`config.mk`:
```
export PLATFORM = sky130hd
export DESIGN_NAME = dmem_arbiter
export DESIGN_NICKNAME = d
export VERILOG_FILES = /design/src/rtl/dmem_arb_pkg.sv /design/src/rtl/dmem_rsp_tracker.sv /design/src/rtl/dmem_arbiter.sv
export SDC_FILE = /design/constraint.sdc
export NUM_CORES = 1
export LEC_CHECK = 0
export ABC_AREA = 1
export CAP_MARGIN = 20
export CORE_ASPECT_RATIO = 2
export CORE_MARGIN = 2
export CORE_UTILIZATION = 30
export CTS_BUF_LIST = sky130_fd_sc_hd__clkbuf_4 sky130_fd_sc_hd__clkbuf_8 sky130_fd_sc_hd__clkbuf_16
export CTS_CLUSTER_DIAMETER = 100
export DETAILED_ROUTE_END_ITERATION = 16
export PLACE_DENSITY_LB_ADDON = 0.08
export SYNTH_ARGS = -nofsm -noshare
export SYNTH_HDL_FRONTEND = slang
export SYNTH_SLANG_ARGS = --single-unit
```
`constraint.sdc`:
```
create_clock -name clock -period 1.8 [get_ports clock]
set_input_delay 0.54 -clock clock [delete_from_list [all_inputs] [get_ports clock]]
set_output_delay 0.54 -clock clock [all_outputs]
set_load 0.02 [all_outputs]
```
`src/rtl/dmem_arb_pkg.sv`:
```
// dmem_arb_pkg: shared port ids, response tag and command types for the data-memory arbiter
package dmem_arb_pkg;
  localparam logic PORT_P = 1'b0;
  localparam logic PORT_A = 1'b1;
  localparam int CMD_ADDR_MAX = 32;
  localparam int CMD_DATA_MAX = 64;
  typedef struct packed {
    logic valid;
    logic port;
  } tag_t;
  typedef struct packed {
    logic [CMD_ADDR_MAX-1:0] addr;
    logic [CMD_DATA_MAX-1:0] data;
    logic                    wren;
  } cmd_t;
endpackage

```
`src/rtl/dmem_rsp_tracker.sv`:
```
// dmem_rsp_tracker: tag shift register following each issued command to its read-data slot
// ports: clock, reset (async active-low clear), tag_in (tag of the command issued this edge),
//        tag_out (tag whose memory data is on mem_q this cycle)
module dmem_rsp_tracker
  import dmem_arb_pkg::*;
#(
  parameter int DEPTH = 2
) (
  input  logic clock,
  input  logic reset,
  input  tag_t tag_in,
  output tag_t tag_out
);
  tag_t [DEPTH-1:0] sr;
  always_ff @(posedge clock or negedge reset)
    if (!reset) sr <= '0;
    else sr <= {sr[DEPTH-2:0], tag_in};
  assign tag_out = sr[DEPTH-1];
endmodule

```
`src/rtl/dmem_arbiter.sv`:
```
// dmem_arbiter: round-robin sharing of a single-port synchronous data memory between ports P and A
// ports: clock, reset (async active-low); p_*/a_* requester command, grant and read-return;
//        mem_addr/mem_data/mem_wren registered memory command; mem_q memory read data
module dmem_arbiter
  import dmem_arb_pkg::*;
#(
  parameter int ADDR_W  = 12,
  parameter int DATA_W  = 32,
  parameter int MEM_LAT = 1
) (
  input  logic              clock,
  input  logic              reset,
  input  logic              p_req,
  input  logic [ADDR_W-1:0] p_addr,
  input  logic [DATA_W-1:0] p_data,
  input  logic              p_wren,
  output logic              p_gnt,
  output logic              p_rvalid,
  output logic [DATA_W-1:0] p_q,
  input  logic              a_req,
  input  logic [ADDR_W-1:0] a_addr,
  input  logic [DATA_W-1:0] a_data,
  input  logic              a_wren,
  output logic              a_gnt,
  output logic              a_rvalid,
  output logic [DATA_W-1:0] a_q,
  output logic [ADDR_W-1:0] mem_addr,
  output logic [DATA_W-1:0] mem_data,
  output logic              mem_wren,
  input  logic [DATA_W-1:0] mem_q
);
  logic last, acc, win, unused_cmd;
  cmd_t sel;
  tag_t tag_out;
  // reset gates the grants because last already points at A while reset is held
  assign p_gnt = reset && p_req && (!a_req || last == PORT_A);
  assign a_gnt = reset && a_req && (!p_req || last == PORT_P);
  assign acc   = p_gnt || a_gnt;
  assign win   = a_gnt ? PORT_A : PORT_P;
  always_comb begin
    sel.addr = CMD_ADDR_MAX'(a_gnt ? a_addr : p_addr);
    sel.data = CMD_DATA_MAX'(a_gnt ? a_data : p_data);
    sel.wren = a_gnt ? a_wren : p_wren;
  end
  assign unused_cmd = ^{sel.addr, sel.data};
  always_ff @(posedge clock or negedge reset)
    if (!reset) begin
      last     <= PORT_A;
      mem_addr <= '0;
      mem_data <= '0;
      mem_wren <= 1'b0;
    end else begin
      mem_wren <= acc && sel.wren;
      if (acc) begin
        last     <= win;
        mem_addr <= sel.addr[ADDR_W-1:0];
        mem_data <= sel.data[DATA_W-1:0];
      end
    end
  dmem_rsp_tracker #(.DEPTH(MEM_LAT + 1)) u_trk (
    .clock  (clock),
    .reset  (reset),
    .tag_in ('{valid: acc && !sel.wren, port: win}),
    .tag_out(tag_out)
  );
  assign p_rvalid = tag_out.valid && tag_out.port == PORT_P;
  assign a_rvalid = tag_out.valid && tag_out.port == PORT_A;
  assign p_q      = mem_q;
  assign a_q      = mem_q;
endmodule

```
==> Yosys cells after proc, flatten, opt, wreduce, memory -nomap -nowiden <==
Index checks and enable logic that the tools add are counted.
W data, S select, Z words.
{ "totals": {"reg_bits": 50, "input_bits": 126, "output_inout_bits": 113, "elab_cells": 28} }
{ "classes": {"n_mux": 4, "n_bitwise": 2, "n_reduce_logical": 14} }
{ "op_table": {"columns": ["operator", "count"], "rows": [
  ["$mux W32", 1],
  ["$mux W12", 1],
  ["$logic_and A1 B1 Y1", 8],
  ["$logic_not A1 Y1", 3],
  ["$logic_or A1 B1 Y1", 3],
  ["$mux W1", 2],
  ["$not A1 Y1", 2]
]} }

==> Depth between registers and ports, before layout <==
Gate-level depths: netlist of the first run.
{ "logic_depth": {"word_depth": 6, "ltp_mapped": 9, "ltp_nobuf": 7} }

==> Modules after synthesis <==
Synthesis of the first run repeated with hierarchy kept, for this count alone.
{ "unflattened": {"hier_cells": 465, "hier_area_um2": 3234.4} }
{ "modules_own_cells": {"columns": ["mod", "instances", "cells_per_inst", "area_per_inst_um2", "seq_area_each_um2"], "rows": [
  ["dmem_arbiter", 1, 459, 3119.2, 1152.4],
  ["dmem_rsp_tracker", 1, 6, 115.1, 100.1]
]} }

==> Worst setup path before layout of the first run <==
OpenSTA, ideal clock, no wires.
{ "synth_timing": {"path_kind": "in2out", "from": "input a_req", "to": "output a_gnt", "arrival_ns": 1.030, "t_required_ns": 1.260, "slack_ns": 0.230, "stages": 5, "n_path_buf": 1, "path_cell_list": "nand2_2 clkinv_4 nand2_2 buf_6 inv_1"} }
{ "synth_between": {"elab_chain_cells": 2} }
{ "synth_rtl": {"columns": ["element", "line_no", "rtl"], "rows": [
  ["start, declared", "dmem_arbiter.sv:20", "input logic a_req,"],
  ["$logic_and A1 B1 Y1 (2 in series)", "dmem_arbiter.sv:37", "assign a_gnt = reset && a_req && (!p_req || last == PORT_P);"],
  ["end, declared", "dmem_arbiter.sv:24", "output logic a_gnt,"]
]} }
No other way between the ends.

==> Final worst setup path of the first run <==
Same ends and word-level chain as after synthesis.

==> run metrics, run 1 <==
Cell variety after synth=15; via count=2,789; CTS tree=built; Hold Path Class=input pin to async pin; worst path arrival time=1190 ps; Final Cycle Share=96.0%; Iteration-0 DRC Markers=90; setup violators final=0; area leader, netlist=dfrtp_1; die area=10,900 µm²; Seq cells post-synth=50; Compound-Gate Fraction of Synth Area=0.500%; Final Hold Fails=0; Ys Warns=0; Die Y=145 µm; CP endpoint kind=output pin; I/O Pins=239; post-layout min period=1730 ps; syn_area_per_cell=7.11 µm²; largest cells by area after synthesis=dfrtp_1, nand2_1, buf_4, nand3_1, buf_2; vias per inst=4.41; RSZ-0062 raised after global routing=false; Max FO, Critical Path=3; pwr dens=786 nW/µm²; Slew Viols, Final=0; design area=4240 µm²; most common cell after layout, fill and taps aside=nand2_1; Max clock buf depth=2; PnR worst setup slack=71.3 ps; most frequent cells in the layout=nand2_1, clkdlybuf4s50_1, dfrtp_1; Worst VDD drop=0.424 mV; gp weighted congestion=0.739; startpoint types=input pin; CTS clk-pin slew, worst paths=60 ps; fmax=0.578 GHz; WL final=9.29 mm; Core Area=9760 µm²; DRC violations left=0; Hold Slack=276 ps; ANT cells=0; Die W=74.7 µm; Antenna Violating Nets Remaining=0; Synth Area in Simple Gates=36.8%; leakage power=0.00237 µW; grt ovf=0; Worst slew margin=66.1%; largest net degree at the start of global routing=49; root buffer cell=clkbuf_16; nets=626; Area after DPL=4100 µm²; htree depth=2; Global Route Usage Sum=17.9%; Mapped Cells=422; DR pass1 iterations=4; XOR/XNOR Fraction of Synth Area=0%; vias in the first global route=2,897; largest family of logic cells by synthesized area=simple AND/OR/NAND/NOR gates; Clock Sinks=50; IO buf count=142; syn nets=548; Finished Layout Cells=632; status=complete, no violations; Layout area overhead=41.3%; register area share after synthesis=41.7%; Placement Rows=51; Post-DP HPWL=6.73 mm; share of the synthesized area in the top cell type=40.9%; critical path class=input pin to output pin; initial antenna violation count=0; Num CTS Buffers=5; DR WL/cell=14.7 µm; layout cells sized above 1=6.60%; worst path required time=1260 ps; Fillers=1,030; multiplexer area fraction after synthesis=0%; adder-cell share of the synthesized area=0%; first-pass GRT wire length=14.7 mm; dpl ws=-680 ps; max cap viols=0; Mapped Area=3000 µm²; Clock Latency Late Sink=290 ps; total power=3330 µW; Initial Util=30.7%; Clock Skew=5.69 ps; slew at the pin closest to its max-slew limit=509 ps; cell count after placement=623
## where the power goes
group | total (µW) | leakage (µW) | switching [µW] | internal, µW
registers | 1360 | 0.000619 | 75.8 | 1280
clock network | 910 | 0.0000694 | 407 | 503
logic | 1070 | 0.00169 | 586 | 483
total | 3330 | 0.00237 | 1070 | 2270
## path summary, 6_finish.rpt
path	end	slack [ps]	start	depth (start not counted)
max	a_gnt	70	a_req	6
min	mem_data[19]$_DFFE_PN0P_	280	reset	2
max reg2reg	mem_addr[1]$_DFFE_PN0P_	300	last$_DFFE_PN1P_	7
min reg2reg	u_trk.tag_out[1]$_DFF_PN0_	350	u_trk.sr[1]$_DFF_PN0_	0
max in group asynchronous	last$_DFFE_PN1P_	1150	reset	2
min in group clock	u_trk.tag_out[1]$_DFF_PN0_	350	u_trk.sr[1]$_DFF_PN0_	0
## metal layers
metal,global-route usage (%),share of wire [%],vias up,routed length (µm)
met5,0,0,-,0
met4,9.91,5.1,0,473
met3,3.60,5.7,48,527
met2,32.7,56,85,5200
met1,17.8,33,1274,3080
li1,-,-,1382,-
## sequential cells by signal, indices dropped and copies added, names as in the netlist
| signal | flops |
|---|---|
| last | 1 |
| mem_wren | 1 |
| mem_data | 32 |
| u_trk.sr | 2 |
| mem_addr | 12 |
| u_trk.tag_out | 2 |
## cell type report
cell class / count / area, µm² / area share (%)
flip-flops and latches: 50 / 1250 / 29.5
multi-input cells: 280 / 1120 / 26.5
inverters: 7 / 31.3 / 0.738
clock buffers: 5 / 125 / 2.95
well taps: 132 / 165 / 3.89
clock inverters: 2 / 10.0 / 0.236
repair buffers: 156 / 1530 / 36.1
## cells by family after synthesis
kind of cell | count (synthesis)
flops | 50
compound gates | 3
simple gates | 277
buf+inv | 92
## worst max-delay path, cell delays in order
cell,delay [ps]
dlygate4sd2_1,260
nand2_2,100
clkinv_4,50
nand2_2,60
inv_2,50
buf_6,130
## stage by stage
stage | util [%] | TNS (ps)
final | 43.4 | 0
after global routing | 43.4 | 0
after CTS | 43.1 | 0
after detailed placement | 42.0 | -12090
after global placement | 42.0 | -11410
after floorplan | - | 0
## what timing repair did
action                                 in CTS  in global routing
setup endpoints to repair                  37                 12
resized for setup                          51                 12
setup buffers                               2                  0
hold buffers                                0                  0
endpoints found under the hold margin       0                  0
pin swaps                                   2                  0
## synth_stat cells
library cell and count:
clkinv_4 1, nand2_2 4, o21ai_0 1, buf_2 19, o21ai_1 1, nand3_1 44
nor2_1 3, inv_1 5, dfstp_2 1, buf_6 2, a21oi_1 1, dfrtp_1 49
nand2_1 226, buf_4 64, inv_2 1
Note: power is estimated with default switching activity, not from simulation.
==> inputs of run 2 (changes only) <==
--- a/config.mk
+++ b/config.mk
@@ -10,10 +10,10 @@
 export CORE_ASPECT_RATIO = 2
 export CORE_MARGIN = 2
 export CORE_UTILIZATION = 30
-export CTS_BUF_LIST = sky130_fd_sc_hd__clkbuf_4 sky130_fd_sc_hd__clkbuf_8 sky130_fd_sc_hd__clkbuf_16
+export CTS_BUF_LIST = sky130_fd_sc_hd__clkbuf_8
 export CTS_CLUSTER_DIAMETER = 100
 export DETAILED_ROUTE_END_ITERATION = 16
-export PLACE_DENSITY_LB_ADDON = 0.08
+export PLACE_DENSITY = 0.77
 export SYNTH_ARGS = -nofsm -noshare
 export SYNTH_HDL_FRONTEND = slang
 export SYNTH_SLANG_ARGS = --single-unit
==> run 2 against run 1 <==
First-iteration DRC count increased by 38%; maximum frequency down 0.63%; register-to-register slack worse by 20 ps; clock power decreased by 26%; hold slack lost 28 ps; non-clock buffer count rose by 3.
==> run metrics, run 2 (synthesis gave the netlist of run 1 again) <==
status=complete, no violations; met2 Usage GRT=31.5% (-1.2 points); via count=2,856 (+2.4%); CTS clk-pin slew, worst paths=90 ps (+30 ps); IO buf count=142 (unchanged); WL final=9.16 mm (-1.3%); GR peak layer=met2; pwr dens=739 nW/µm² (-6.1%); Max clock buf depth=2 (unchanged); post-layout min period=1740 ps (+10.9 ps); max reg flops=32 (unchanged); ANT cells=0 (unchanged); Core Area=9760 µm² (unchanged); max cap viols=0 (unchanged); PnR worst setup slack=60.4 ps (-10.9 ps); startpoint types=input pin; most common cell after layout, fill and taps aside=nand2_1; dpl ws=-653 ps (+26.9 ps); CP endpoint kind=output pin; Antenna Violating Nets Remaining=0 (unchanged); layout cells sized above 1=6.94% (+0.34 points); CP startpoint=a_req; slew at the pin closest to its max-slew limit=500 ps (-8.80 ps); nets=629 (+0.48%); GR Util met3=2.91% (-0.69 points); Num CTS Buffers=5 (unchanged); Clock Skew=5.22 ps (-0.469 ps); Global Route Usage Sum=16.8% (-1.1 points); Iteration-0 DRC Markers=124 (+38%); root buffer cell=clkbuf_8; DR WL/cell=14.4 µm (-1.9%); first-pass GRT wire length=13.9 mm (-5.7%); Largest regs=mem_data (32), mem_addr (12); grt ovf=0 (unchanged); DRC violations left=0 (unchanged); I/O Pins=239 (unchanged); Clock Sinks=50 (unchanged); critical path class=input pin to output pin; DR pass1 iterations=4 (unchanged); Layout area overhead=38.5%; Final Util=42.6% (-0.85 points); vias per inst=4.49 (+1.8%); Hold Path Class=input pin to async pin; vias in the first global route=2,966 (+2.4%); Worst VDD drop=0.386 mV (-9.1%); Placement Rows=51 (unchanged); Die Y=145 µm (unchanged); Max FO, Critical Path=2 (-1); worst path required time=1260 ps (about the same); met1 global-route usage=14.6% (-3.2 points); Post-DP HPWL=6.84 mm (+1.6%); Final Cycle Share=96.6% (+0.61 points); Clock Latency Late Sink=300 ps (about the same); worst r2r src=last$_DFFE_PN1P_; Top reg by flops=mem_data; worst path arrival time=1200 ps (about the same); gp weighted congestion=0.708 (-4.2%); Die W=74.7 µm (unchanged); leakage power=0.00225 µW (-5.0%); fmax=0.575 GHz (-0.63%); die area=10,900 µm² (unchanged); setup violators final=0 (unchanged); Final Hold Fails=0 (unchanged); Slew Viols, Final=0 (unchanged); CTS tree=built; Initial Util=30.7% (unchanged); initial antenna violation count=1 (+1); RSZ-0062 raised after global routing=false; most frequent cells in the layout=nand2_1, clkdlybuf4s50_1, dlygate4sd2_1, dfrtp_1, nand3_1; htree depth=2 (unchanged); largest net degree at the start of global routing=49 (unchanged); Worst slew margin=66.7% (+0.59 points)
run 2: metal layers:
metal / routed length, µm / vias to the layer above / share of wire (%)
met3: 600 / 61 / 6.5
li1: - / 1385 / -
met5: 16 / - / 0.17
met2: 5030 / 101 / 55
met4: 608 / 2 / 6.6
met1: 2900 / 1307 / 32
run 2: path summary, 6_finish.rpt:
path                                              end  slack, ps  depth (start not counted)
min                          mem_data[15]$_DFFE_PN0P_        250                          2
max in group asynchronous            last$_DFFE_PN1P_       1190                          2
min reg2reg                u_trk.tag_out[1]$_DFF_PN0_        360                          0
max reg2reg                   mem_data[8]$_DFFE_PN0P_        280                          7
min in group clock         u_trk.tag_out[1]$_DFF_PN0_        360                          0
max                                             a_gnt         60                          6
run 2: critical path, cell delays in order:
cell	delay, ps
dlygate4sd2_1	260
nand2_2	100
clkinv_4	50
nand2_2	50
inv_1	60
buf_6	130
run 2: area by class of cell:
type	count	area, µm²
repair buffers	159	1490
multi-input cells	280	1120
flip-flops and latches	50	1250
well taps	132	165
clock buffers	6	82.6
fillers	1019	5610
clock inverters	2	8.76
inverters	7	31.3
run 2: repair_timing:
item,4_1_cts,5_1_grt
endpoints found under the setup margin,49,1
resized for setup,59,2
hold buffers,0,0
pin swaps,1,1
buffers inserted,3,0
run 2: through the flow:
stage | instance area (µm²) | cells | setup TNS (ps) | total power (µW) | hold WS [ps]
after floorplan | 3000 | 422 | 0 | 2090 | 244
after global placement | 4100 | 625 | -9070 | 2520 | 332
after detailed placement | 4100 | 625 | -10980 | 2550 | 336
after CTS | 4150 | 636 | 0 | 3130 | 246
after global routing | 4160 | 636 | 0 | 3270 | 258
final | 4160 | 636 | 0 | 3070 | 249
run 2: power by group:
group          total [µW]  internal [µW]  switching [µW]  leakage [µW]
Sequential           1350           1280            76.4      0.000619
Combinational        1050            463             584       0.00158
Clock                 670            305             365     0.0000524
Total                3070           2050            1030       0.00225
==> inputs of run 3 (changes only) <==
--- a/config.mk
+++ b/config.mk
@@ -7,13 +7,15 @@
 export LEC_CHECK = 0
 export ABC_AREA = 1
 export CAP_MARGIN = 20
+export CELL_PAD_IN_SITES_DETAIL_PLACEMENT = 0
+export CELL_PAD_IN_SITES_GLOBAL_PLACEMENT = 2
 export CORE_ASPECT_RATIO = 2
 export CORE_MARGIN = 2
-export CORE_UTILIZATION = 30
+export CORE_UTILIZATION = 16
 export CTS_BUF_LIST = sky130_fd_sc_hd__clkbuf_8
 export CTS_CLUSTER_DIAMETER = 100
 export DETAILED_ROUTE_END_ITERATION = 16
-export PLACE_DENSITY = 0.77
+export PLACE_DENSITY = 0.85
 export SYNTH_ARGS = -nofsm -noshare
 export SYNTH_HDL_FRONTEND = slang
 export SYNTH_SLANG_ARGS = --single-unit
==> run 3 against run 2 <==
Clock power increased by 27%; final area is 3.3% higher; die area is 83% higher; combinational power about the same; register-to-register slack worse by 80 ps; core utilization is 19 points lower; largest power group unchanged; global-route usage down 5.9 points; via count decreased by 2.7%.
==> run metrics, run 3 (synthesis gave the netlist of run 1 again) <==
status=complete, no violations; critical path class=register to output pin; Antenna Violating Nets Remaining=0 (unchanged); post-layout min period=1740 ps (+5.04 ps); Slew Viols, Final=0 (unchanged); max cap viols=0 (unchanged); met3 WL=609 µm (+1.5%); leakage power=0.00225 µW (about the same); pwr dens=765 nW/µm² (+3.5%); IO buf count=142 (unchanged); DR pass1 iterations=4 (unchanged); Iteration-0 DRC Markers=131 (+5.6%); M1 WL=3.61 mm (+24%); first-pass GRT wire length=16.3 mm (+18%); wire length on met2=5.95 mm (+18%); CTS tree=built; Final Util=23.5% (-19 points); Layout area overhead=43.1%; Worst slew margin=61.7% (-5.0 points); Num CTS Buffers=5 (unchanged); grt ovf=0 (unchanged); Placement Rows=70 (+37%); fmax=0.573 GHz (-0.29%); sequential power share=41.1% (-3.0 points); max reg flops=32 (unchanged); CP max stage cell=dfstp_2; most frequent cells in the layout=nand2_1, clkdlybuf4s50_1, dfrtp_1; Largest regs=mem_data (32), mem_addr (12); I/O Pins=239 (unchanged); die area=19,900 µm² (+83%); total power=3290 µW (+7.0%); CP cell instances=nand2_2 > nand2_4 > inv_4 > buf_6; net switching fraction of the power=33.2% (-0.23 points); Hold Path Class=input pin to async pin; via count=2,779 (-2.7%); ANT cells=0 (unchanged); Clock Latency Late Sink=310 ps (about the same); initial antenna violation count=0 (-1); worst path arrival time=1200 ps (about the same); Global Route Usage Sum=10.9% (-5.9 points); Final Cycle Share=96.9% (+0.28 points); Clock Skew=9.93 ps (+4.71 ps); gp weighted congestion=0.747 (+5.6%); Top reg by flops=mem_data; setup violators final=0 (unchanged); root buffer cell=clkbuf_8; Max Used Layer=met4; htree depth=2 (unchanged); CP endpoint kind=output pin; worst path required time=1260 ps (about the same); vias per inst=3.89 (-13%); worst path bufs/invs=2 (-2); RSZ-0062 raised after global routing=true; startpoint types=register; nets=624 (-0.79%); Initial Util=16.4% (-14 points); Fillers=2,057 (+100%); clock power share=26.0% (+4.2 points); layout cells sized above 1=6.41% (-0.53 points); largest net degree at the start of global routing=49 (unchanged); Max clock buf depth=2 (unchanged); vias in the first global route=2,935 (-1.0%); CTS Hold Bufs=0 (unchanged); WL final=10.9 mm (+19%); slowest stage delay, CP=570 ps (+310 ps); WP depth=4 (-2); Post-DP HPWL=8.06 mm (+18%); Gate power share=32.9% (-1.2 points); Die Y=198 µm (+36%); critical path's top delay family=flip-flops; Final Hold Fails=0 (unchanged); most common cell after layout, fill and taps aside=nand2_1; internal power=2200 µW (+7.4%); Worst VDD drop=0.324 mV (-16%); DR WL/cell=15.3 µm (+6.1%); Max FO, Critical Path=3 (+1); postcts setup bufs=0 (-3); Clock Sinks=50 (unchanged); Core Area=18,300 µm² (+87%); worst r2r path cells=7 (unchanged); slew at the pin closest to its max-slew limit=575 ps (+74.8 ps); DRC violations left=0 (unchanged); CTS clk-pin slew, worst paths=100 ps (about the same); Hold Slack=306 ps (+57.5 ps); P_sw=1090 µW (+6.3%); Die W=101 µm (+35%)
==> run 3: path summary, 6_finish.rpt <==
check | startpoint | end | slack (ps)
max | last$_DFFE_PN1P_ | a_gnt | 60
min | reset | u_trk.sr[1]$_DFF_PN0_ | 310
max reg2reg | last$_DFFE_PN1P_ | mem_addr[9]$_DFFE_PN0P_ | 200
min reg2reg | u_trk.sr[0]$_DFF_PN0_ | u_trk.tag_out[0]$_DFF_PN0_ | 350
max in group asynchronous | reset | last$_DFFE_PN1P_ | 1130
min in group clock | u_trk.sr[0]$_DFF_PN0_ | u_trk.tag_out[0]$_DFF_PN0_ | 350
==> run 3: power groups by stage <==
stage	Sequential (µW)	Clock (µW)	Combinational, µW
floorplan	1560	0	533
global placement	1380	0	1200
detailed placement	1380	0	1210
CTS	1350	908	1100
global route	1370	952	1190
finish	1350	854	1080
==> run 3: metal layers <==
metal,GRT usage (%),vias up
met2,20.4,79
met1,10.6,1256
met5,0,-
met3,1.02,60
met4,8.73,0
li1,-,1384
==> run 3: final cells by class <==
class	count	area, µm²	share of cell area [%]
repair buffers	154	1500	34.8
clock buffers	6	82.6	1.92
clock inverters	2	33.8	0.786
multi-input cells	280	1130	26.3
inverters	7	33.8	0.786
flip-flops and latches	50	1250	29.1
well taps	216	270	6.29
==> run 3: stage by stage <==
stage / instances / TNS (ps) / cell area, µm² / setup slack, ps
3_3_place_gp: 707 / -15540 / 4230 / -772
3_5_place_dp: 707 / -15160 / 4230 / -790
2_1_floorplan: 422 / 0 / 3000 / 230
4_1_cts: 715 / 0 / 4290 / 19.1
6_report: 715 / 0 / 4300 / 55.3
5_1_grt: 715 / -17.5 / 4300 / -17.5
==> run 3: timing repair <==
action | 4_1_cts | 5_1_grt
setup endpoints to repair | 49 | 2
hold endpoints to repair | 0 | 0
gates resized for setup | 62 | 4
pin swaps | 1 | 3
